===== config.mk =====
export PLATFORM = sky130hd
export DESIGN_NAME = alu_cmd_issuer_flat
export DESIGN_NICKNAME = d
export VERILOG_FILES = /design/src/rtl/alu_cmd_issuer_if.sv /design/src/rtl/alu_cmd_issuer.sv /design/src/flat_wrapper.sv
export SDC_FILE = /design/constraint.sdc
export NUM_CORES = 1
export LEC_CHECK = 0
export ABC_AREA = 1
export CAP_MARGIN = 5
export CORE_MARGIN = 2
export CORE_UTILIZATION = 39
export DETAILED_ROUTE_END_ITERATION = 8
export HOLD_SLACK_MARGIN = 0.03
export PLACE_DENSITY_LB_ADDON = 0.15
export SLEW_MARGIN = 25
export SYNTH_ARGS = -nofsm -noshare
export SYNTH_HDL_FRONTEND = slang
export SYNTH_SLANG_ARGS = --single-unit

===== constraint.sdc =====
create_clock -name clk -period 2.2 [get_ports clk]
set_input_delay 0.44 -clock clk [delete_from_list [all_inputs] [get_ports clk]]
set_output_delay 0.44 -clock clk [all_outputs]
set_load 0.01 [all_outputs]

===== src/rtl/alu_cmd_issuer_if.sv =====
// Command / ALU / result bundle for alu_cmd_issuer.
// done_count exists only when ALU_CMD_STATS_EN is defined.
interface alu_cmd_issuer_if #(
    parameter int unsigned DATA_W = 8,
    parameter int unsigned OP_W   = 4,
    parameter int unsigned DEPTH  = 4
);
    localparam int unsigned CNT_W = $clog2(DEPTH) + 1;

    logic              cmd_valid;
    logic              cmd_ready;
    logic [DATA_W-1:0] cmd_a;
    logic [DATA_W-1:0] cmd_b;
    logic [OP_W-1:0]   cmd_opcode;
    logic              cmd_in_sel;
    logic [DATA_W-1:0] alu_in_a;
    logic [DATA_W-1:0] alu_in_b;
    logic [OP_W-1:0]   alu_opcode;
    logic              alu_in_sel;
    logic              alu_enable;
    logic [DATA_W-1:0] alu_out;
    logic              res_valid;
    logic              res_ready;
    logic [DATA_W-1:0] res_data;
    logic [OP_W-1:0]   res_opcode;
    logic [CNT_W-1:0]  fifo_count;
`ifdef ALU_CMD_STATS_EN
    logic [15:0]       done_count;
`endif

    // Environment side: producer, ALU and consumer.
    modport master (
        output cmd_valid, cmd_a, cmd_b, cmd_opcode, cmd_in_sel, alu_out, res_ready,
        input  cmd_ready, alu_in_a, alu_in_b, alu_opcode, alu_in_sel, alu_enable,
               res_valid, res_data, res_opcode, fifo_count
`ifdef ALU_CMD_STATS_EN
        , input done_count
`endif
    );

    // Issuer side.
    modport slave (
        input  cmd_valid, cmd_a, cmd_b, cmd_opcode, cmd_in_sel, alu_out, res_ready,
        output cmd_ready, alu_in_a, alu_in_b, alu_opcode, alu_in_sel, alu_enable,
               res_valid, res_data, res_opcode, fifo_count
`ifdef ALU_CMD_STATS_EN
        , output done_count
`endif
    );
endinterface


===== src/rtl/alu_cmd_issuer.sv =====
// Buffers ALU commands in a FIFO, issues them one at a time and returns results via valid/ready.
// Define ALU_CMD_STATS_EN to add the saturating done_count result counter.
module alu_cmd_issuer #(
    parameter int unsigned DATA_W  = 8,
    parameter int unsigned OP_W    = 4,
    parameter int unsigned DEPTH   = 4,
    parameter int unsigned ALU_LAT = 1
) (
    input  logic             clk,
    input  logic             reset,
    alu_cmd_issuer_if.slave  bus
);
    localparam int unsigned AW    = $clog2(DEPTH);
    localparam int unsigned CNT_W = AW + 1;
    localparam int unsigned LAT_W = (ALU_LAT > 1) ? $clog2(ALU_LAT) : 1;
    localparam int unsigned ENT_W = 2 * DATA_W + OP_W + 1;

    typedef enum logic [1:0] {
        S_IDLE = 2'd0,
        S_EXEC = 2'd1,
        S_RESP = 2'd2
    } state_e;

    state_e            state_q, state_d;
    logic [ENT_W-1:0]  mem_q [DEPTH];
    logic [AW-1:0]     wr_ptr_q, wr_ptr_d;
    logic [AW-1:0]     rd_ptr_q, rd_ptr_d;
    logic [CNT_W-1:0]  count_q, count_d;
    logic              cmd_ready_q, cmd_ready_d;
    logic [LAT_W-1:0]  lat_q, lat_d;
    logic [DATA_W-1:0] alu_a_q, alu_a_d;
    logic [DATA_W-1:0] alu_b_q, alu_b_d;
    logic [OP_W-1:0]   alu_op_q, alu_op_d;
    logic              alu_sel_q, alu_sel_d;
    logic              alu_en_q, alu_en_d;
    logic              res_valid_q, res_valid_d;
    logic [DATA_W-1:0] res_data_q, res_data_d;
    logic [OP_W-1:0]   res_op_q, res_op_d;
    logic              push;
    logic              pop;

    // FIFO storage needs no reset: entries are only read while count_q says they are valid.
    always_ff @(posedge clk) begin
        if (push) mem_q[wr_ptr_q] <= {bus.cmd_a, bus.cmd_b, bus.cmd_opcode, bus.cmd_in_sel};
    end

    // Next-state: FSM, FIFO pointers/occupancy and issue/result registers.
    always_comb begin
        state_d     = state_q;
        lat_d       = lat_q;
        alu_a_d     = alu_a_q;
        alu_b_d     = alu_b_q;
        alu_op_d    = alu_op_q;
        alu_sel_d   = alu_sel_q;
        res_valid_d = res_valid_q;
        res_data_d  = res_data_q;
        res_op_d    = res_op_q;
        pop         = 1'b0;
        push        = bus.cmd_valid && cmd_ready_q;

        case (state_q)
            S_IDLE: begin
                if (count_q != '0) begin
                    pop     = 1'b1;
                    state_d = S_EXEC;
                end
            end
            S_EXEC: begin
                if (lat_q == '0) begin
                    res_data_d  = bus.alu_out;
                    res_op_d    = alu_op_q;
                    res_valid_d = 1'b1;
                    state_d     = S_RESP;
                end else begin
                    lat_d = lat_q - LAT_W'(1);
                end
            end
            S_RESP: begin
                if (bus.res_ready) begin
                    res_valid_d = 1'b0;
                    if (count_q != '0) begin
                        pop     = 1'b1;
                        state_d = S_EXEC;
                    end else begin
                        state_d = S_IDLE;
                    end
                end
            end
            default: state_d = S_IDLE;
        endcase

        if (pop) begin
            {alu_a_d, alu_b_d, alu_op_d, alu_sel_d} = mem_q[rd_ptr_q];
            lat_d = LAT_W'(ALU_LAT - 1);
        end

        alu_en_d = (state_d == S_EXEC);
        wr_ptr_d = push ? wr_ptr_q + AW'(1) : wr_ptr_q;
        rd_ptr_d = pop  ? rd_ptr_q + AW'(1) : rd_ptr_q;

        case ({push, pop})
            2'b10:   count_d = count_q + CNT_W'(1);
            2'b01:   count_d = count_q - CNT_W'(1);
            default: count_d = count_q;
        endcase
        cmd_ready_d = (count_d < CNT_W'(DEPTH));
    end

    always_ff @(posedge clk or posedge reset) begin
        if (reset) begin
            state_q     <= S_IDLE;
            wr_ptr_q    <= '0;
            rd_ptr_q    <= '0;
            count_q     <= '0;
            cmd_ready_q <= 1'b1;
            lat_q       <= '0;
            alu_a_q     <= '0;
            alu_b_q     <= '0;
            alu_op_q    <= '0;
            alu_sel_q   <= 1'b0;
            alu_en_q    <= 1'b0;
            res_valid_q <= 1'b0;
            res_data_q  <= '0;
            res_op_q    <= '0;
        end else begin
            state_q     <= state_d;
            wr_ptr_q    <= wr_ptr_d;
            rd_ptr_q    <= rd_ptr_d;
            count_q     <= count_d;
            cmd_ready_q <= cmd_ready_d;
            lat_q       <= lat_d;
            alu_a_q     <= alu_a_d;
            alu_b_q     <= alu_b_d;
            alu_op_q    <= alu_op_d;
            alu_sel_q   <= alu_sel_d;
            alu_en_q    <= alu_en_d;
            res_valid_q <= res_valid_d;
            res_data_q  <= res_data_d;
            res_op_q    <= res_op_d;
        end
    end

    assign bus.cmd_ready  = cmd_ready_q;
    assign bus.alu_in_a   = alu_a_q;
    assign bus.alu_in_b   = alu_b_q;
    assign bus.alu_opcode = alu_op_q;
    assign bus.alu_in_sel = alu_sel_q;
    assign bus.alu_enable = alu_en_q;
    assign bus.res_valid  = res_valid_q;
    assign bus.res_data   = res_data_q;
    assign bus.res_opcode = res_op_q;
    assign bus.fifo_count = count_q;

`ifdef ALU_CMD_STATS_EN
    logic [15:0] done_q, done_d;

    // Saturating count of accepted results.
    always_comb begin
        done_d = done_q;
        if (res_valid_q && bus.res_ready && (done_q != 16'hFFFF)) done_d = done_q + 16'd1;
    end

    always_ff @(posedge clk or posedge reset) begin
        if (reset) done_q <= '0;
        else       done_q <= done_d;
    end

    assign bus.done_count = done_q;
`endif

endmodule


===== src/flat_wrapper.sv =====
// flat-port wrapper written by rule: the top's interface ports become plain ports
module alu_cmd_issuer_flat 
#(
    parameter int unsigned DATA_W  = 8,
    parameter int unsigned OP_W    = 4,
    parameter int unsigned DEPTH   = 4,
    parameter int unsigned ALU_LAT = 1
)
  (clk, reset, bus_cmd_valid, bus_cmd_a, bus_cmd_b, bus_cmd_opcode, bus_cmd_in_sel, bus_alu_out, bus_res_ready, bus_cmd_ready, bus_alu_in_a, bus_alu_in_b, bus_alu_opcode, bus_alu_in_sel, bus_alu_enable, bus_res_valid, bus_res_data, bus_res_opcode, bus_fifo_count);
  alu_cmd_issuer_if #(.DATA_W(DATA_W), .OP_W(OP_W), .DEPTH(DEPTH)) bus_i ();
  input  logic clk;
  input  logic reset;
  input wire logic [$bits(bus_i.cmd_valid)-1:0] bus_cmd_valid;
  input wire logic [$bits(bus_i.cmd_a)-1:0] bus_cmd_a;
  input wire logic [$bits(bus_i.cmd_b)-1:0] bus_cmd_b;
  input wire logic [$bits(bus_i.cmd_opcode)-1:0] bus_cmd_opcode;
  input wire logic [$bits(bus_i.cmd_in_sel)-1:0] bus_cmd_in_sel;
  input wire logic [$bits(bus_i.alu_out)-1:0] bus_alu_out;
  input wire logic [$bits(bus_i.res_ready)-1:0] bus_res_ready;
  output wire logic [$bits(bus_i.cmd_ready)-1:0] bus_cmd_ready;
  output wire logic [$bits(bus_i.alu_in_a)-1:0] bus_alu_in_a;
  output wire logic [$bits(bus_i.alu_in_b)-1:0] bus_alu_in_b;
  output wire logic [$bits(bus_i.alu_opcode)-1:0] bus_alu_opcode;
  output wire logic [$bits(bus_i.alu_in_sel)-1:0] bus_alu_in_sel;
  output wire logic [$bits(bus_i.alu_enable)-1:0] bus_alu_enable;
  output wire logic [$bits(bus_i.res_valid)-1:0] bus_res_valid;
  output wire logic [$bits(bus_i.res_data)-1:0] bus_res_data;
  output wire logic [$bits(bus_i.res_opcode)-1:0] bus_res_opcode;
  output wire logic [$bits(bus_i.fifo_count)-1:0] bus_fifo_count;
  assign bus_i.cmd_valid = bus_cmd_valid;
  assign bus_i.cmd_a = bus_cmd_a;
  assign bus_i.cmd_b = bus_cmd_b;
  assign bus_i.cmd_opcode = bus_cmd_opcode;
  assign bus_i.cmd_in_sel = bus_cmd_in_sel;
  assign bus_i.alu_out = bus_alu_out;
  assign bus_i.res_ready = bus_res_ready;
  assign bus_cmd_ready = bus_i.cmd_ready;
  assign bus_alu_in_a = bus_i.alu_in_a;
  assign bus_alu_in_b = bus_i.alu_in_b;
  assign bus_alu_opcode = bus_i.alu_opcode;
  assign bus_alu_in_sel = bus_i.alu_in_sel;
  assign bus_alu_enable = bus_i.alu_enable;
  assign bus_res_valid = bus_i.res_valid;
  assign bus_res_data = bus_i.res_data;
  assign bus_res_opcode = bus_i.res_opcode;
  assign bus_fifo_count = bus_i.fifo_count;
  alu_cmd_issuer #(.DATA_W(DATA_W), .OP_W(OP_W), .DEPTH(DEPTH), .ALU_LAT(ALU_LAT)) u_core (.clk(clk), .reset(reset), .bus(bus_i));
endmodule

==> results.cfg, run 1 <==
[status]
outcome = complete, no violations

[worst_setup_path]
crit_path_category = input pin to register
nature_of_the_critical_path_startpoint = input pin
cp_max_fo = 3
arrival_ps = 2310
required_ps = 2540
cp-end-kind = register

[logic_synthesis]
post_synth_instance_area_um2 = 5500
synth_enable_flop_cells = 84
synthDominantAreaCellType = sky130_fd_sc_hd__edfxtp_1
post-synth-top-area-fraction = 0.459
ys_dominant_reg_cell = sky130_fd_sc_hd__edfxtp_1
synth_warnings = 0
synth-seq-area-share = 0.664
synth.area.top_cells = sky130_fd_sc_hd__edfxtp_1 (46%), sky130_fd_sc_hd__dfrtp_1 (20%), sky130_fd_sc_hd__nand2_1 (14%)
synth_cells = 540
ys_seq_elements = 129
synth.net_count = 579
postSynthAreaPerCell_um2 = 10.2
synth_cell_type_count = 26
asyncSetResetFlopFracSynth = 0.349

[job]
number_of_max_cap_violations = 0

[detailed_routing]
metal2_wl_mm = 5.03
routed-wl-met3_um = 659
dr.first_iter.drc_count = 140
drtPass1Iterations = 4
detail_route.vias_per_cell = 4.47
wl_met1_mm = 5.03
top_signal_layer_used = met4
wire_per_inst_um = 13.5
detailed_route_via_count = 3632
count_of_unresolved_drc_violations_after_routing = 0
total_detailed_routing_wirelength_mm = 11.0
antenna_left = 0

[cells_and_area]
area_delta_synth_final_pct = 27.2
final-instance-count-excl-fill = 813
non_filler_cell_area_final_um2 = 7000
share_of_final_layout_standard_cells_stronger_than_drive_strength_1 = 0.172
ant_diodes = 0
fillerInstances = 1208
fin_nets = 659

[global_routing]
pin_count_of_the_biggest_net_entering_global_routing = 46
gr-usage-all-layers = 0.162
overflow = 0
antenna_found_initial = 0
first_global_vias = 3587
grt_first_pass_wirelength_mm = 18.2

[clock_network]
clock_path_buffers = 2
clock_tree.root_cell = sky130_fd_sc_hd__clkbuf_16
ctsHoldBuffers = 0
cts_tree = yes
clk_latency_ps = 410
cts_sinks = 129
numCtsBuffers = 17
clkTransAtPathRegs_ps = 50
cts-resized-gates = 0
cts.repair_timing.setup_buffer_count = 0
cts_htree_levels = 4

[sta]
maxSlewViolCount = 0
final-setup-viol-count = 0
max_slew.worst_pin.slew_ps = 788
layout_min_cycle_time_ps = 1970
hold_violations = 0
max-slew-margin-rel = 0.474
fin_worst_skew_ps = 6.21
fin_crit_sh = 0.895
whs_ps = 392
max_clock_freq_mhz = 508
timing.final.ws_setup_ps = 231
setup_repair_after_global_routing_missed_its_margin = no

[placement]
final_hpwl_dp_mm = 6.22
place.detailed.instances = 781
number_of_buffers_added_on_ports = 71
post_dp_cell_area_um2 = 6420
dp_slack_ps = -164
gpl.final_weighted_congestion = 0.718

[floorplan]
floorplan.initialDensity = 0.398
die_y_um = 123
core_area_um2 = 13800
floorplan.die.width_um = 123
design.portCount = 72
die_ar_um2 = 15100
core.rowCount = 43

[hold_path]
holdCritPathClass = input pin to async pin

[power_and_ir_drop]
worst_ir_drop_vdd_mv = 0.799
power_density_nw_per_um2 = 1430
static-leakage-power_nw = 3.19
[cells in the final DEF, fill, tap and decap left out]
cell type                         synthesis  final
sky130_fd_sc_hd__or2_1                    1      1
sky130_fd_sc_hd__nand2_4                  1      1
sky130_fd_sc_hd__clkbuf_8                 0      3
sky130_fd_sc_hd__buf_12                   2      5
sky130_fd_sc_hd__nand2_1                198    198
sky130_fd_sc_hd__fa_1                     1      1
sky130_fd_sc_hd__inv_2                   42     43
sky130_fd_sc_hd__nand3_1                 44     44
sky130_fd_sc_hd__nor2_1                   8      4
sky130_fd_sc_hd__dfstp_2                  1      1
sky130_fd_sc_hd__clkdlybuf4s50_1          0     71
sky130_fd_sc_hd__clkinvlp_4               0      1
sky130_fd_sc_hd__o21ai_1                  1      1
sky130_fd_sc_hd__xnor2_1                  1      1
sky130_fd_sc_hd__dfrtp_1                 44     44
sky130_fd_sc_hd__a21oi_1                  2      2
sky130_fd_sc_hd__edfxtp_1                84     84
sky130_fd_sc_hd__clkbuf_1                 0      6
sky130_fd_sc_hd__nand2_2                 20     20
sky130_fd_sc_hd__nor2_4                   1      1
sky130_fd_sc_hd__clkinv_2                 0      2
sky130_fd_sc_hd__ha_1                     5      5
sky130_fd_sc_hd__bufinv_16                0      2
sky130_fd_sc_hd__buf_4                    6      5
sky130_fd_sc_hd__nand4_1                  1      1
sky130_fd_sc_hd__xor2_1                   2      2
sky130_fd_sc_hd__clkbuf_16                0     17
sky130_fd_sc_hd__inv_1                   58     57
sky130_fd_sc_hd__clkinv_1                 1      2
sky130_fd_sc_hd__nor2_2                   3      7
sky130_fd_sc_hd__o21ai_4                  1      1
[final timing paths]
kind / start / end / slack [ps] / cells after the start
min: reset / u_core.bus.alu_in_b[7] / 390 / 3
min in group clk: u_core.bus.res_opcode[0] / u_core.bus.res_opcode[0] / 470 / 2
max reg2reg: u_core.bus.fifo_count[0] / u_core.bus.cmd_ready / 250 / 11
min reg2reg: u_core.bus.res_opcode[0] / u_core.bus.res_opcode[0] / 470 / 2
max in group asynchronous: reset / u_core.bus.cmd_ready / 1520 / 3
max: bus_res_ready / u_core.bus.cmd_ready / 230 / 10
[final cells by class]
cell class | count | area [µm²] | area share
inverter | 101 | 379 | 0.0542
clock buffer | 26 | 489 | 0.0699
clock inverter | 6 | 81.3 | 0.0116
sequential | 129 | 3650 | 0.522
tap | 180 | 225 | 0.0322
timing repair buffer | 81 | 848 | 0.121
multi-input combinational | 290 | 1320 | 0.189
[kinds of logic after synthesis]
group / Yosys count / share of synthesized area
AND/OR/NAND/NOR: 277 / 0.213
flip-flops: 129 / 0.664
buffers and inverters: 121 / 0.0976
adder cells (fa/ha/maj): 6 / 0.0150
AO/OA/AOI/OAI: 4 / 0.00569
XOR/XNOR: 3 / 0.00478
[power by group]
group	internal [mW]	switching [mW]	leakage [nW]
combinational	1.51	2.16	1.60
sequential	3.30	0.340	1.31
clock	1.75	0.936	0.276
[critical path: stages]
cell and delay (ps):
sky130_fd_sc_hd__clkdlybuf4s50_1 500, sky130_fd_sc_hd__o21ai_4 230, sky130_fd_sc_hd__nor2_4 60, sky130_fd_sc_hd__ha_1 230, sky130_fd_sc_hd__fa_1 390, sky130_fd_sc_hd__or2_1 230
sky130_fd_sc_hd__nand3_1 70, sky130_fd_sc_hd__nand2_1 50, sky130_fd_sc_hd__nand2_1 70, sky130_fd_sc_hd__inv_1 40
[Yosys cell counts, types with 2 or more instances]
cell,count
sky130_fd_sc_hd__buf_12,2
sky130_fd_sc_hd__nand2_1,198
sky130_fd_sc_hd__nand2_2,20
sky130_fd_sc_hd__inv_2,42
sky130_fd_sc_hd__buf_2,10
sky130_fd_sc_hd__buf_4,6
sky130_fd_sc_hd__inv_1,58
sky130_fd_sc_hd__xor2_1,2
sky130_fd_sc_hd__ha_1,5
sky130_fd_sc_hd__nor2_2,3
sky130_fd_sc_hd__buf_6,2
sky130_fd_sc_hd__a21oi_1,2
sky130_fd_sc_hd__edfxtp_1,84
sky130_fd_sc_hd__nor2_1,8
sky130_fd_sc_hd__nand3_1,44
sky130_fd_sc_hd__dfrtp_1,44
[routing by layer]
layer  vias to the layer above  GRT usage
met3                        18     0.0414
li1                       1820          -
met4                         0     0.0740
met5                         -          0
met2                        88      0.257
met1                      1706      0.207
[registers in the layout, indices dropped and copies added (netlist names), named ones only]
register and count:
u_core.state_q 2, u_core.bus.res_data 8, u_core.rd_ptr_q 2, u_core.bus.cmd_ready 1
u_core.wr_ptr_q 2, u_core.bus.res_opcode 4, u_core.bus.fifo_count 2, u_core.mem_q 84
u_core.bus.alu_in_b 8, u_core.bus.alu_in_sel 1, u_core.bus.res_valid 1, u_core.bus.alu_opcode 4
u_core.bus.alu_enable 1, u_core.bus.alu_in_a 8
[per-stage QoR]
step / util / TNS, ps / power, mW
2_1_floorplan: - / 0 / 6.10
3_3_place_gp: 0.465 / -239 / 7.34
3_5_place_dp: 0.465 / -289 / 7.41
4_1_cts: 0.506 / 0 / 10.1
5_1_grt: 0.506 / 0 / 10.8
6_report: 0.506 / 0 / 10.0
No activity file was read; power rests on OpenSTA's default activity.
==> run 2: changes to the inputs <==
--- a/config.mk
+++ b/config.mk
@@ -7,7 +7,6 @@
 export LEC_CHECK = 0
 export ABC_AREA = 1
 export CAP_MARGIN = 5
-export CORE_MARGIN = 2
 export CORE_UTILIZATION = 39
 export DETAILED_ROUTE_END_ITERATION = 8
 export HOLD_SLACK_MARGIN = 0.03
==> run 2 against run 1 <==
  * The run now ends with design-rule violations left
  * Clock power barely moved
  * Count of clock-buffer cells in the layout up 1
  * Combinational power hardly changed
  * Worst setup slack got worse by 2.4 ps
  * Die area decreased by 3.2%
  * Clock skew about the same
==> results.cfg, run 2 (synthesis gave the netlist of run 1 again) <==
[cells_and_area]
ant_diodes = 0
largest_reg_flops = 84
most_common_cell_after_layout_fill_and_taps_aside = sky130_fd_sc_hd__nand2_1
layout.cells.most_common_list = sky130_fd_sc_hd__nand2_1 (198), sky130_fd_sc_hd__edfxtp_1 (84), sky130_fd_sc_hd__clkdlybuf4s50_1 (71)
non_filler_cell_area_final_um2 = 7010
fin_nets = 659
largest-register = u_core.mem_q
fillerInstances = 1236
area_delta_synth_final_pct = 27.5
share_of_final_layout_standard_cells_stronger_than_drive_strength_1 = 0.174

[sta]
fin_crit_sh = 0.896
final-setup-viol-count = 0
fin_worst_skew_ps = 5.89
max_clock_freq_mhz = 507
hold_violations = 0
setup_repair_after_global_routing_missed_its_margin = no
max-slew-margin-rel = 0.613
maxSlewViolCount = 0
max_slew.worst_pin.slew_ps = 580
layout_min_cycle_time_ps = 1970

[clock_network]
cts_sinks = 129
clock_path_buffers = 2
cts_tree = yes
clk_latency_ps = 420
cts.repair_timing.setup_buffer_count = 0
cts_htree_levels = 4
clock_tree.root_cell = sky130_fd_sc_hd__clkbuf_16
cts-resized-gates = 0
clkTransAtPathRegs_ps = 50
numCtsBuffers = 17
ctsHoldBuffers = 0

[power_and_ir_drop]
static-leakage-power_nw = 3.20
power.total_mw = 9.98
worst_ir_drop_vdd_mv = 0.585
power_density_nw_per_um2 = 1420

[detailed_routing]
total_detailed_routing_wirelength_mm = 10.7
antenna_left = 0
count_of_unresolved_drc_violations_after_routing = 1
wire_per_inst_um = 13.1
detailed_route_via_count = 3634
detail_route.vias_per_cell = 4.47
drtPass1Iterations = 6
dr.first_iter.drc_count = 151

[status]
violated_checks = design-rule violations
outcome = finished, violations left

[hold_path]
holdCritPathClass = input pin to async pin

[global_routing]
antenna_found_initial = 0
pin_count_of_the_biggest_net_entering_global_routing = 45
first_global_vias = 3513
overflow = 0
gr-usage-all-layers = 0.161
grt_first_pass_wirelength_mm = 17.3

[floorplan]
floorplan.die.width_um = 121
floorplan.initialDensity = 0.398
design.portCount = 72
die_ar_um2 = 14600
core.rowCount = 43
core_area_um2 = 13800
die_y_um = 121

[placement]
post_dp_cell_area_um2 = 6440
final_hpwl_dp_mm = 6.30
number_of_buffers_added_on_ports = 71
gpl.final_weighted_congestion = 0.725

[job]
number_of_max_cap_violations = 0

[worst_setup_path]
crit_path_category = register to register
arrival_ps = 2320
required_ps = 2550
cp-end-kind = register
nature_of_the_critical_path_startpoint = register
cp_max_fo = 4
==> run 2: cell count changes in the layout (fill, tap and decap cells not counted), sizes merged <==
cell,before,now
bufinv,2,1
clkbuf,26,27
==> run 2: final cells by class <==
class | count | area, µm² | share of cell area
tap | 180 | 225 | 0.0321
clock inverter | 5 | 50.0 | 0.00714
sequential | 129 | 3650 | 0.521
timing repair buffer | 81 | 861 | 0.123
clock buffer | 27 | 523 | 0.0746
multi-input combinational | 290 | 1320 | 0.189
inverter | 101 | 379 | 0.0541
==> run 2: critical path, cell delays in order (launching register included) <==
cell,delay [ps]
sky130_fd_sc_hd__dfrtp_1,430
sky130_fd_sc_hd__nor2_1,160
sky130_fd_sc_hd__nand2_2,100
sky130_fd_sc_hd__inv_2,90
sky130_fd_sc_hd__nor2_4,40
sky130_fd_sc_hd__ha_1,230
sky130_fd_sc_hd__fa_1,400
sky130_fd_sc_hd__or2_1,240
sky130_fd_sc_hd__nand3_1,70
sky130_fd_sc_hd__nand2_1,50
sky130_fd_sc_hd__nand2_1,70
sky130_fd_sc_hd__inv_1,40
==> run 2: layer usage <==
metal,global-route usage,share of wire,up-vias
li1,-,-,1822
met1,0.194,0.45,1702
met2,0.262,0.48,92
met3,0.0491,0.053,18
met4,0.0826,0.021,0
met5,0,0,-
==> run 2: per-stage QoR <==
stage	hold slack [ps]	instances	TNS, ps	util	worst slack [ps]
after floorplan	484	540	0	-	171
after global placement	453	781	-268	0.466	-151
after detailed placement	458	781	-348	0.466	-189
after CTS	363	813	0	0.507	204
after global routing	396	813	0	0.507	85.1
final	357	813	0	0.507	229
==> run 2: final timing paths <==
check | start | endpoint | slack (ps) | cells after the start
worst max-delay path | u_core.bus.fifo_count[0] | u_core.bus.cmd_ready | 230 | 11
worst min-delay path | reset | u_core.bus.alu_enable | 360 | 2
worst max register to register | u_core.bus.fifo_count[0] | u_core.bus.cmd_ready | 230 | 11
worst min register to register | u_core.bus.res_data[7] | u_core.bus.res_data[7] | 470 | 2
max in group asynchronous | reset | u_core.bus.alu_in_a[2] | 1330 | 3
min in group clk | u_core.bus.res_data[7] | u_core.bus.res_data[7] | 470 | 2
==> run 2: power breakdown <==
part / leakage (nW) / internal, mW / total (mW) / switching [mW]
Clock: 0.279 / 1.72 / 2.66 / 0.934
Sequential: 1.31 / 3.30 / 3.64 / 0.337
Combinational: 1.60 / 1.53 / 3.68 / 2.16
